$ cat src/rtl/frame_buffer_writer_if.sv
`default_nettype none
// ============================================================================
//  Module      : frame_buffer_writer_if
//  Description : Command handshake and frame-buffer write-port bundle.
//  Revision    : 1.0  initial release
// ============================================================================
interface frame_buffer_writer_if;
   logic        CMD_VALID;
   logic        CMD_READY;
   logic [1:0]  CMD_OP;
   logic [7:0]  CMD_X0;
   logic [6:0]  CMD_Y0;
   logic [7:0]  CMD_X1;
   logic [6:0]  CMD_Y1;
   logic        CMD_COLOUR;
   logic [14:0] FB_ADDR;
   logic        FB_DATA;
   logic        FB_WE;
   logic        BUSY;
   logic        DONE;
   logic        ERR;

   // master: the writer itself; slave: the command issuer / observer
   modport master (
      input  CMD_VALID, CMD_OP, CMD_X0, CMD_Y0, CMD_X1, CMD_Y1, CMD_COLOUR,
      output CMD_READY, FB_ADDR, FB_DATA, FB_WE, BUSY, DONE, ERR
   );

   modport slave (
      output CMD_VALID, CMD_OP, CMD_X0, CMD_Y0, CMD_X1, CMD_Y1, CMD_COLOUR,
      input  CMD_READY, FB_ADDR, FB_DATA, FB_WE, BUSY, DONE, ERR
   );
endinterface
`default_nettype wire

$ cat src/rtl/frame_buffer_writer.sv
`default_nettype none
// ============================================================================
//  Module      : frame_buffer_writer
//  Description : Rasterises PIXEL / RECT / CLEAR commands into one 1-bit
//                frame-buffer write per clock, address {Y[6:0], X[7:0]}.
//  Revision    : 1.0  initial release
// ============================================================================
module frame_buffer_writer #(
   parameter int   FB_WIDTH    = 160,
   parameter int   FB_HEIGHT   = 120,
   parameter logic CLEAR_VALUE = 1'b0
) (
   input  wire logic             CLK,
   input  wire logic             RESET,
   frame_buffer_writer_if.master bus
);

   localparam logic [1:0] c_ST_IDLE  = 2'd0;
   localparam logic [1:0] c_ST_DRAW  = 2'd1;
   localparam logic [1:0] c_ST_FIN   = 2'd2;

   localparam logic [1:0] c_OP_PIXEL = 2'b00;
   localparam logic [1:0] c_OP_RECT  = 2'b01;
   localparam logic [1:0] c_OP_CLEAR = 2'b10;

   localparam logic [7:0] c_X_MAX = 8'(FB_WIDTH - 1);
   localparam logic [6:0] c_Y_MAX = 7'(FB_HEIGHT - 1);

   logic [1:0] r_state;
   logic [7:0] r_x;
   logic [7:0] r_x_lo;
   logic [7:0] r_x_hi;
   logic [6:0] r_y;
   logic [6:0] r_y_hi;
   logic       r_colour;
   logic       r_err;

   logic       w_accept;
   logic       w_reject;
   logic       w_colour;
   logic [7:0] w_x0;
   logic [7:0] w_x1;
   logic [6:0] w_y0;
   logic [6:0] w_y1;

   function automatic logic [7:0] clip_x(input logic [7:0] v);
      return (v > c_X_MAX) ? c_X_MAX : v;
   endfunction

   function automatic logic [6:0] clip_y(input logic [6:0] v);
      return (v > c_Y_MAX) ? c_Y_MAX : v;
   endfunction

   assign w_accept = bus.CMD_VALID && bus.CMD_READY;

   // Bounds are clipped first, then the ordering check decides rejection.
   always_comb begin
      w_x0     = clip_x(bus.CMD_X0);
      w_y0     = clip_y(bus.CMD_Y0);
      w_x1     = clip_x(bus.CMD_X1);
      w_y1     = clip_y(bus.CMD_Y1);
      w_colour = bus.CMD_COLOUR;
      w_reject = 1'b0;
      case (bus.CMD_OP)
         c_OP_PIXEL: begin
            w_x1 = w_x0;
            w_y1 = w_y0;
         end
         c_OP_RECT: begin
            w_reject = (w_x0 > w_x1) || (w_y0 > w_y1);
         end
         c_OP_CLEAR: begin
            w_x0     = 8'd0;
            w_y0     = 7'd0;
            w_x1     = c_X_MAX;
            w_y1     = c_Y_MAX;
            w_colour = CLEAR_VALUE;
         end
         default: begin
            w_reject = 1'b1;
         end
      endcase
   end

   always_ff @(posedge CLK or negedge RESET) begin
      if (!RESET) begin
         r_state  <= c_ST_IDLE;
         r_x      <= 8'd0;
         r_x_lo   <= 8'd0;
         r_x_hi   <= 8'd0;
         r_y      <= 7'd0;
         r_y_hi   <= 7'd0;
         r_colour <= 1'b0;
         r_err    <= 1'b0;
      end else begin
         case (r_state)
            c_ST_IDLE: begin
               if (w_accept) begin
                  r_err <= w_reject;
                  if (w_reject) begin
                     r_state <= c_ST_FIN;
                  end else begin
                     r_state  <= c_ST_DRAW;
                     r_x      <= w_x0;
                     r_y      <= w_y0;
                     r_x_lo   <= w_x0;
                     r_x_hi   <= w_x1;
                     r_y_hi   <= w_y1;
                     r_colour <= w_colour;
                  end
               end
            end
            c_ST_DRAW: begin
               // Counters park on the final pixel so the address holds afterwards.
               if (r_x != r_x_hi) begin
                  r_x <= r_x + 8'd1;
               end else if (r_y != r_y_hi) begin
                  r_x <= r_x_lo;
                  r_y <= r_y + 7'd1;
               end else begin
                  r_state <= c_ST_FIN;
               end
            end
            c_ST_FIN: begin
               r_state <= c_ST_IDLE;
            end
            default: begin
               r_state <= c_ST_IDLE;
            end
         endcase
      end
   end

   assign bus.CMD_READY = (r_state == c_ST_IDLE) && RESET;
   assign bus.FB_WE     = (r_state == c_ST_DRAW);
   assign bus.FB_ADDR   = {r_y, r_x};
   assign bus.FB_DATA   = r_colour;
   assign bus.BUSY      = (r_state != c_ST_IDLE);
   assign bus.DONE      = (r_state == c_ST_FIN) && !r_err;
   assign bus.ERR       = (r_state == c_ST_FIN) && r_err;

endmodule
`default_nettype wire

$ cat src/flat_wrapper.sv
// flat-port wrapper written by rule: the top's interface ports become plain ports
module frame_buffer_writer_flat 
#(
   parameter int   FB_WIDTH    = 160,
   parameter int   FB_HEIGHT   = 120,
   parameter logic CLEAR_VALUE = 1'b0
)
  (CLK, RESET, bus_CMD_VALID, bus_CMD_OP, bus_CMD_X0, bus_CMD_Y0, bus_CMD_X1, bus_CMD_Y1, bus_CMD_COLOUR, bus_CMD_READY, bus_FB_ADDR, bus_FB_DATA, bus_FB_WE, bus_BUSY, bus_DONE, bus_ERR);
  frame_buffer_writer_if bus_i ();
  input  wire logic CLK;
  input  wire logic RESET;
  input wire logic [$bits(bus_i.CMD_VALID)-1:0] bus_CMD_VALID;
  input wire logic [$bits(bus_i.CMD_OP)-1:0] bus_CMD_OP;
  input wire logic [$bits(bus_i.CMD_X0)-1:0] bus_CMD_X0;
  input wire logic [$bits(bus_i.CMD_Y0)-1:0] bus_CMD_Y0;
  input wire logic [$bits(bus_i.CMD_X1)-1:0] bus_CMD_X1;
  input wire logic [$bits(bus_i.CMD_Y1)-1:0] bus_CMD_Y1;
  input wire logic [$bits(bus_i.CMD_COLOUR)-1:0] bus_CMD_COLOUR;
  output wire logic [$bits(bus_i.CMD_READY)-1:0] bus_CMD_READY;
  output wire logic [$bits(bus_i.FB_ADDR)-1:0] bus_FB_ADDR;
  output wire logic [$bits(bus_i.FB_DATA)-1:0] bus_FB_DATA;
  output wire logic [$bits(bus_i.FB_WE)-1:0] bus_FB_WE;
  output wire logic [$bits(bus_i.BUSY)-1:0] bus_BUSY;
  output wire logic [$bits(bus_i.DONE)-1:0] bus_DONE;
  output wire logic [$bits(bus_i.ERR)-1:0] bus_ERR;
  assign bus_i.CMD_VALID = bus_CMD_VALID;
  assign bus_i.CMD_OP = bus_CMD_OP;
  assign bus_i.CMD_X0 = bus_CMD_X0;
  assign bus_i.CMD_Y0 = bus_CMD_Y0;
  assign bus_i.CMD_X1 = bus_CMD_X1;
  assign bus_i.CMD_Y1 = bus_CMD_Y1;
  assign bus_i.CMD_COLOUR = bus_CMD_COLOUR;
  assign bus_CMD_READY = bus_i.CMD_READY;
  assign bus_FB_ADDR = bus_i.FB_ADDR;
  assign bus_FB_DATA = bus_i.FB_DATA;
  assign bus_FB_WE = bus_i.FB_WE;
  assign bus_BUSY = bus_i.BUSY;
  assign bus_DONE = bus_i.DONE;
  assign bus_ERR = bus_i.ERR;
  frame_buffer_writer #(.FB_WIDTH(FB_WIDTH), .FB_HEIGHT(FB_HEIGHT), .CLEAR_VALUE(CLEAR_VALUE)) u_core (.CLK(CLK), .RESET(RESET), .bus(bus_i));
endmodule
$ cat config.mk
export PLATFORM = sky130hd
export DESIGN_NAME = frame_buffer_writer_flat
export DESIGN_NICKNAME = d
export VERILOG_FILES = /design/src/rtl/frame_buffer_writer_if.sv /design/src/rtl/frame_buffer_writer.sv /design/src/flat_wrapper.sv
export SDC_FILE = /design/constraint.sdc
export NUM_CORES = 1
export LEC_CHECK = 0
export BUFFER_PORTS_ARGS = -buffer_cell sky130_fd_sc_hd__buf_2
export CORE_MARGIN = 3
export CORE_UTILIZATION = 25
export DETAILED_ROUTE_END_ITERATION = 10
export HOLD_SLACK_MARGIN = 0.1
export PLACE_DENSITY = 0.41
export SETUP_SLACK_MARGIN = 0.15
export SLEW_MARGIN = 40
export SYNTH_ARGS = -nofsm -noshare
export SYNTH_HDL_FRONTEND = slang
export SYNTH_SLANG_ARGS = --single-unit
$ cat constraint.sdc
create_clock -name CLK -period 2.1 [get_ports CLK]
set_clock_uncertainty 0.15 [all_clocks]
set_input_delay 0.63 -clock CLK [delete_from_list [all_inputs] [get_ports CLK]]
set_output_delay 0.63 -clock CLK [all_outputs]
set_load 0.02 [all_outputs]
### After elaboration in Yosys (flattened, before gate mapping)

Index checks and enable logic that the tools add are counted.

* mux-type cells: 25
* reduce and logical (&&, ||, !) cells: 16
* order comparisons: 6
* bitwise gates (word level): 1
* $add $sub $neg: 2
* eq/ne operators: 12

Operators with widths (count)
* 8-bit 2-to-1 mux: 7
* 7-bit 2-to-1 mux: 7
* 8-bit one-hot mux with 2 select lines: 2
* 7-bit one-hot mux with 2 select lines: 2
* 8-bit > comparator, second input constant: 2
* 7-bit > comparator, second input constant: 2
* 8-bit by 1-bit adder with 8-bit output, second input constant: 1
* 8-bit > comparator: 1
* 2-bit 2-to-1 mux: 4
* 8-bit != test: 1
* 7-bit by 1-bit adder with 7-bit output, second input constant: 1
* 7-bit > comparator: 1
* 7-bit != test: 1
* 2-bit != test, second input constant: 3
* 3-bit AND reduction: 2
* 5-bit AND reduction: 1
* 2-bit by 1-bit == test with 1-bit output, second input constant: 2
* 2-bit == test, second input constant: 2
* 1-bit logical AND: 4
* 2-bit zero test: 2
* 2-bit by 1-bit != test with 1-bit output, second input constant: 2
* 2-bit one-hot mux with 2 select lines: 1
* 4-bit AND reduction: 1
* 2-bit nonzero test: 2
* other kinds (8): 8

* output and inout port bits: 21
* flip-flop bits (word level): 42
* logic and storage cells: 70
* input bits: 36

### Depth between registers and ports, before layout

Gate-level depths: netlist of the first run.

* depth in word-level cells: 8
* mapped depth: 12
* depth with buffers taken out: 11

### Worst setup path after synthesis of the first run

No wires, ideal clock.

* kind: input to register
* start: input port bus_CMD_Y1[6]
* end: register u_core.r_y[1]
* buffers on the path: 0
* library setup time: 0.125 ns
* required time: 1.825 ns
* stages on the path: 9
* arrival: 2.735 ns
* path slack: -0.910 ns
* path through: and4_1 > or2_2 > ha_1 > inv_1 > or4_1 > o21ai_2 > o21ai_1 > o21ai_2 > mux2_2

* word-level cells in the longest chain between the ends: 7

Ends and longest elaborated chain
* start: declaration: RTL line flat_wrapper.sv:17 `input wire logic [$bits(bus_i.CMD_Y1)-1:0] bus_CMD_Y1;`
* 7-bit > comparator: RTL line frame_buffer_writer.sv:51 `return (v > c_Y_MAX) ? c_Y_MAX : v;`
* 7-bit 2-to-1 mux (*): RTL line frame_buffer_writer.sv:51
* 7-bit > comparator (*): RTL line frame_buffer_writer.sv:70 `w_reject = (w_x0 > w_x1) || (w_y0 > w_y1);`
* 1-bit logical OR (*): RTL line frame_buffer_writer.sv:70
* 1-bit one-hot mux with 2 select lines (*): RTL line frame_buffer_writer.sv:64 `case (bus.CMD_OP)`
* 2-bit != test (no source line) (*)
* 5-bit AND reduction (no source line) (*)
* end signal: assignment: RTL line frame_buffer_writer.sv:105 `r_y <= w_y0;`
* end signal: assignment: RTL line frame_buffer_writer.sv:119 `r_y <= r_y + 7'd1;`
* end: declaration: RTL line frame_buffer_writer.sv:33 `logic [6:0] r_y;`

Mark *: on every way between the ends. The rest lies on a longest branch, timed or not.
A chain may end at the register's enable or synchronous reset.

### Worst setup path after layout of the first run

* start: input port bus_CMD_Y0[4]
* end: register u_core.r_x[4]

* word-level cells in the longest chain between the ends: 7

Ends and longest elaborated chain
* start: declaration: RTL line flat_wrapper.sv:15 `input wire logic [$bits(bus_i.CMD_Y0)-1:0] bus_CMD_Y0;`
* 7-bit > comparator: RTL line frame_buffer_writer.sv:51
* 7-bit 2-to-1 mux (*): RTL line frame_buffer_writer.sv:51
* 7-bit > comparator (*): RTL line frame_buffer_writer.sv:70
* 1-bit logical OR (*): RTL line frame_buffer_writer.sv:70
* 1-bit one-hot mux with 2 select lines (*): RTL line frame_buffer_writer.sv:64
* 2-bit != test (no source line) (*)
* 4-bit AND reduction (no source line) (*)
* end signal: assignment: RTL line frame_buffer_writer.sv:104 `r_x <= w_x0;`
* end signal: assignment: RTL line frame_buffer_writer.sv:116 `r_x <= r_x + 8'd1;`
* end signal: assignment: RTL line frame_buffer_writer.sv:118 `r_x <= r_x_lo;`
* end: declaration: RTL line frame_buffer_writer.sv:30 `logic [7:0] r_x;`

Marked as above.

==> reports/metrics.csv, run 1 <==
metric;value;unit
Post-synth EDFFs;0;
Final Max Tran Viols;0;
H-tree lvl count;2;
initial antenna violation count;0;
I/O pin count;57;
post-route design area;0.00506;mm2
detailed-route wire length;10.1;mm
Placed Instances;631;
Tmin final;2770;ps
CP Class;in2reg;
PnR worst setup slack;-667;ps
Cell Pwr Density;966;mW/mm2
Mean Syn Cell Area;9.46;um2
ANT nets after route;0;
Max Clock Freq;361;MHz
Synth Flop Type;dfrtp_1;
Least-Margin Pin Slew;428;ps
combinational group share of total power;0.532;
later-pin clock latency in the skew report;290;ps
status;complete, but fails checks;
CP Cell Sequence;buf_6 -> nand3_4 -> nor2_4 -> or2_4 -> ha_4 -> nand2_2 -> or4_4 -> o21ai_4 -> nand3_2 -> a2bb2oi_4 -> buf_12 -> mux2_2;
Syn Nets;382;
die width;118;um
PortBufs;56;
Clk network pwr share;0.184;
gr usage total;0.148;
area grow syn2layout;62.5;%
library cells used by synthesis;55;
launch point of the worst path;bus_CMD_Y0[4];
ANT cells;0;
post-synth design cell area;0.00311;mm2
fin crit share;1.32;
Gate Count Post-Synth;329;
clk buf depth;2;
drt wl/cell;15.5;um
post-synthesis sequential area ratio;0.338;
worst path bufs/invs;2;
Final #Nets;538;
maximum vdd drop;351;uV
First-pass DRT Iterations;4;
share of cells above drive strength 1;0.546;
met2 Usage GRT;0.233;
Die Ht;118;um
Finish-stage setup viols;42;
crit path DAT;2790;ps
GR Util met1;0.217;
biggest cell delay along the critical path;520;ps
Max-Cap Viols;0;
Yosys warning count;0;
worst hold path class;in2async;
Vias/cell;4.56;
drt drc;0;
Top Family by Delay on Critical Path;simple AND/OR/NAND/NOR gates;
CP startpoint kind;input port;
fraction of registers with async set/reset;1.00;
critical path depth;12;
global route overflow;0;
row cnt;40;
gr busiest metal;met2;
CTS Hold Bufs;0;
clk sink count;42;
GPL Wtd Cong;0.851;
Setup crit end kind;flip-flop;
largest net degree at the start of global routing;32;
Power Internal;3130;uW
sw power;1750;uW
Post-DP Area;0.00427;mm2
Cell Count, Final, Fillers Out;653;
share of power burned in registers;0.284;
crit path max fanout;9;
grt met3 use;0.0192;
initial DRC count;85;
CTS Buf Count;5;
Sw Share;0.359;
die area;0.0138;mm2
Fin. Hold Viols;0;
Starting Density;0.257;
first-pass GRT wire length;16.6;mm
RR Startpoint;u_core.r_y[3]$_DFFE_PN0P_;
core area;0.0121;mm2
slowest cell on the critical path;or4_4;
CTS tree;done;
Reg clk slew, reported paths;60;ps
WP data required;2120;ps
vias in the first global route;3034;
static leakage;0.00223;uW
Root Buffer;clkbuf_16;
failing checks;negative setup slack;
synthesized flop and latch total;42;
Reg2Reg Depth;8;
Vias;2976;
worst relative slew slack;0.715;
HPWL Detailed;7.72;mm
RSZ-0062 raised after global routing;yes;
## what timing repair did
item / 4_1_cts / 5_1_grt
gates cloned: 3 / 0
gates resized for setup: 58 / 42
pin swaps: 15 / 12
setup buffers: 11 / 1
endpoints found under the hold margin: 0 / 0
setup endpoints to repair: 45 / 46
## cell type report
class	instances	area, um2
Fill cell	1224	7050
Clock buffer	6	139
Clock inverter	1	30.0
Timing Repair Buffer	160	1200
Sequential cell	42	1050
Inverter	19	71.3
Multi-Input combinational cell	257	2350
Tap cell	168	210
## registers in the layout, summed over array words and instances (netlist names)
name                count
u_core.r_y              7
u_core.r_x_lo           8
u_core.r_err            1
u_core.bus.FB_DATA      1
u_core.r_state          2
u_core.r_y_hi           7
u_core.r_x              8
u_core.r_x_hi           8
## cell usage after synthesis (2+ instances only)
cell	count	share of area
or2_2	5	0.010
o211ai_1	7	0.017
xor2_1	4	0.011
o21ai_0	18	0.029
nor2_1	34	0.041
nor4_1	2	0.0040
a31oi_1	2	0.0040
nand4_1	6	0.012
nand3_1	11	0.018
inv_1	18	0.022
or3_1	2	0.0040
o21a_1	3	0.0072
nor2b_1	7	0.014
and3_1	2	0.0040
o21ai_2	2	0.0056
a22oi_1	7	0.017
buf_2	2	0.0032
a221oi_1	2	0.0056
mux2_4	13	0.063
nand3b_1	2	0.0048
and2_1	2	0.0040
mux2_2	16	0.058
nor3_1	7	0.011
nand2_1	17	0.021
ha_1	17	0.068
xnor2_1	17	0.048
o31ai_1	4	0.0097
mux2i_1	7	0.023
a21oi_1	15	0.024
a2bb2oi_1	2	0.0056
dfrtp_1	42	0.34
clkbuf_1	9	0.011
a211oi_1	3	0.0072
## cells in the final DEF (no fill, tap or decap), drive strengths merged, types with 2 or more instances in the layout
cell / instances
nor2b: 7
nand2: 21
mux2i: 7
nor4: 3
a221oi: 2
o31ai: 4
buf: 160
a2bb2oi: 3
a22oi: 7
nor3: 7
nand4: 6
ha: 17
and3: 2
inv: 18
o21a: 4
and2: 2
xnor2: 17
or3: 2
xor2: 4
nor2: 34
a211oi: 3
nand3b: 2
clkbuf: 6
a21oi: 16
mux2: 29
nand3: 11
or2: 5
o211ai: 7
a31oi: 2
dfrtp: 42
o21ai: 21
## routing by layer
metal / part of all wire / vias up
met5: 0 / -
met4: 0.012 / 0
met3: 0.037 / 7
met2: 0.46 / 61
met1: 0.49 / 1404
li1: - / 1504
## worst register-to-register path: stages, from the launching register on
cell       delay (ps)
dfrtp_1           400
xnor2_1           180
nand4_1           130
nor4_2            170
buf_4             170
nand3_1           130
a2bb2oi_4         170
buf_12            140
mux2_2            340
## per-stage QoR
step                worst slack, ps  hold WS (ps)  utilization  power (uW)  setup TNS, ps
floorplan                      -783           184            -        2760         -28580
global placement              -1050           343        0.353        3690         -41800
detailed placement            -1080           346        0.353        3710         -42760
CTS                            -652           165        0.400        4810         -25070
global route                   -711           189        0.418        5220         -28160
finish                         -667           165        0.418        4890         -25520
## power groups by stage
stage          Clock (uW)  Combinational (uW)  Sequential, uW
5_1_grt               947                2830            1440
4_1_cts               920                2510            1380
3_5_place_dp            0                2330            1380
3_3_place_gp            0                2310            1390
6_report              898                2600            1390
2_1_floorplan           0                1190            1570
## worst paths after layout
kind                                           endpoint  slack [ps]
setup reg to reg              u_core.r_x[4]$_DFFE_PN0P_          20
hold reg to reg            u_core.r_x_lo[2]$_DFFE_PN0P_         360
min in group CLK           u_core.r_x_lo[2]$_DFFE_PN0P_         360
setup / recovery              u_core.r_x[4]$_DFFE_PN0P_        -670
max in group asynchronous     u_core.r_y[2]$_DFFE_PN0P_        1130
hold / removal                u_core.r_y[4]$_DFFE_PN0P_         170
## kinds of logic after synthesis
kind of cell,Yosys count,synth area share
XOR/XNOR,21,0.0591
multiplexers,36,0.143
AND/OR/NAND/NOR,105,0.174
AO/OA/AOI/OAI,75,0.166
flip-flops,42,0.338
adder cells (fa/ha/maj),17,0.0684
buffers and inverters,33,0.0519
No activity file was read; power rests on OpenSTA's default activity.
==> run 2: changes to the inputs <==
--- a/config.mk
+++ b/config.mk
@@ -6,11 +6,13 @@
 export NUM_CORES = 1
 export LEC_CHECK = 0
 export BUFFER_PORTS_ARGS = -buffer_cell sky130_fd_sc_hd__buf_2
+export CELL_PAD_IN_SITES_DETAIL_PLACEMENT = 0
+export CELL_PAD_IN_SITES_GLOBAL_PLACEMENT = 1
 export CORE_MARGIN = 3
 export CORE_UTILIZATION = 25
 export DETAILED_ROUTE_END_ITERATION = 10
 export HOLD_SLACK_MARGIN = 0.1
-export PLACE_DENSITY = 0.41
+export PLACE_DENSITY = 0.51
 export SETUP_SLACK_MARGIN = 0.15
 export SLEW_MARGIN = 40
 export SYNTH_ARGS = -nofsm -noshare
==> run 2 against run 1 <==
Effect of this change:
- the flow still finishes with violations (negative setup slack)
- power is 1.8% lower
- first-iteration DRC count is 52% higher
- final cell count is 0.46% lower
- die area stayed put
- count of clock-buffer cells in the layout is 1 higher
- sequential cell count stayed put
- core utilization is 0.99 points lower
- non-clock buffer count is 4 lower
- setup slack better by 1.8 ps
- critical endpoint is now u_core.r_x_lo[2]$_DFFE_PN0P_
==> reports/metrics.csv, run 2 (same netlist as run 1, synthesis figures left out) <==
metric;value;unit;change
initial antenna violation count;0;;unchanged
RSZ-0062 raised after global routing;yes;;
most common cell after layout, fill and taps aside;buf_4;;
Die Ht;118;um;unchanged
largest net degree at the start of global routing;36;;+13%
clk sink count;42;;unchanged
worst hold path class;in2async;;
ANT cells;0;;unchanged
worst relative slew slack;0.684;;-0.0305
fin crit share;1.32;;about the same
initial DRC count;129;;+52%
Setup crit end kind;flip-flop;;
crit path DAT;2790;ps;about the same
Cell Pwr Density;971;mW/mm2;+0.55%
I/O pin count;57;;unchanged
Placed Instances;627;;-0.63%
global route overflow;0;;unchanged
WP data required;2120;ps;about the same
first-pass GRT wire length;16.8;mm;+1.2%
later-pin clock latency in the skew report;290;ps;about the same
status;complete, but fails checks;;
crit path max fanout;7;;-2
Least-Margin Pin Slew;473;ps;+45.7 ps
Root Buffer;clkbuf_16;;
Fin. Hold Viols;0;;unchanged
H-tree lvl count;2;;unchanged
drt drc;0;;unchanged
CTS Hold Bufs;0;;unchanged
GPL Wtd Cong;0.853;;+0.29%
Vias/cell;4.64;;+1.9%
area grow syn2layout;58.7;%;
post-route design area;0.00494;mm2;-2.4%
gr usage total;0.150;;+0.00118
failing checks;negative setup slack;;
PortBufs;56;;unchanged
ANT nets after route;0;;unchanged
pre-CTS WS;-1080;ps;-1.85 ps
Largest regs;u_core.r_x x8, u_core.r_x_hi x8, u_core.r_x_lo x8;;
Vias;3018;;+1.4%
most frequent cells in the layout;94 x buf_4, 45 x buf_2, 42 x dfrtp_1, 21 x nor2_1, 19 x mux2_4;;
Max-Cap Viols;0;;unchanged
CP startpoint kind;input port;;
final total power;4800;uW;-1.8%
Max Clock Freq;362;MHz;about the same
clk buf depth;2;;unchanged
Cell Count, Final, Fillers Out;650;;-0.46%
die width;118;um;unchanged
row cnt;40;;unchanged
Final #Nets;534;;-0.74%
Finish-stage setup viols;42;;unchanged
share of cells above drive strength 1;0.523;;-0.0236
maximum vdd drop;367;uV;+4.6%
Tmin final;2770;ps;-1.80 ps
CTS Buf Count;5;;unchanged
Starting Density;0.257;;unchanged
First-pass DRT Iterations;4;;unchanged
Post-DP Area;0.00425;mm2;-0.41%
Reg clk slew, reported paths;60;ps;about the same
PnR worst setup slack;-666;ps;+1.80 ps
static leakage;0.00218;uW;-2.5%
CTS tree;done;;
die area;0.0138;mm2;unchanged
drt wl/cell;15.7;um;+1.2%
CP Class;in2reg;;
core area;0.0121;mm2;unchanged
HPWL Detailed;7.66;mm;-0.87%
Final Max Tran Viols;0;;unchanged
vias in the first global route;3132;;+3.2%
detailed-route wire length;10.2;mm;+0.76%
run 2: final timing paths:
| check | startpoint | slack [ps] | cells after the start | endpoint |
|---|---|---|---|---|
| max in group asynchronous | RESET | 1180 | 2 | u_core.r_y[1]$_DFFE_PN0P_ |
| worst max-delay path | bus_CMD_Y0[4] | -670 | 11 | u_core.r_x_lo[2]$_DFFE_PN0P_ |
| worst min-delay path | RESET | 110 | 2 | u_core.r_state[0]$_DFFE_PN0P_ |
| worst max register to register | u_core.r_y[3]$_DFFE_PN0P_ | -120 | 6 | u_core.r_x[4]$_DFFE_PN0P_ |
| worst min register to register | u_core.r_x_lo[7]$_DFFE_PN0P_ | 360 | 1 | u_core.r_x_lo[7]$_DFFE_PN0P_ |
| min in group CLK | u_core.r_x_lo[7]$_DFFE_PN0P_ | 360 | 1 | u_core.r_x_lo[7]$_DFFE_PN0P_ |
run 2: metal layers:
layer | vias to the layer above | GRT usage | routed length (um)
li1 | 1504 | - | -
met5 | - | 0 | 0
met3 | 9 | 0.0163 | 334
met4 | 0 | 0.0366 | 120
met2 | 58 | 0.255 | 4950
met1 | 1447 | 0.204 | 4800
run 2: worst max-delay path, stage by stage:
cell and delay (ps):
buf_8 100, nand3_4 80, nor2_4 50, or2_4 240, ha_4 270, nand2_2 40, or4_4 520, o21ai_4 120
o21a_4 290, nand2_8 130, mux2_4 310
run 2: layout make-up:
class,count,area [um2]
Clock buffer,7,133
Clock inverter,1,30.0
Fill cell,1234,7170
Inverter,19,73.8
Multi-Input combinational cell,257,2300
Sequential cell,42,1050
Tap cell,168,210
Timing Repair Buffer,156,1130
run 2: power by group:
part / internal (uW) / leakage, uW / switching, uW
Sequential: 1130 / 0.000498 / 252
Clock: 562 / 0.0000781 / 319
Combinational: 1350 / 0.00160 / 1180
Total: 3050 / 0.00218 / 1750
run 2: through the flow:
| stage | setup TNS [ps] | util | hold WS, ps |
|---|---|---|---|
| 6_report | -25530 | 0.408 | 114 |
| 3_5_place_dp | -41950 | 0.351 | 319 |
| 2_1_floorplan | -28580 | - | 184 |
| 4_1_cts | -24840 | 0.395 | 113 |
| 5_1_grt | -28890 | 0.408 | 117 |
| 3_3_place_gp | -41000 | 0.351 | 315 |
run 2: repair_timing:
action                                 4_1_cts  5_1_grt
pin swaps                                   22       19
setup buffers                                9        3
gates cloned                                 3        0
setup endpoints to repair                   46       46
endpoints found under the hold margin        0        0
gates resized for setup                     54       31
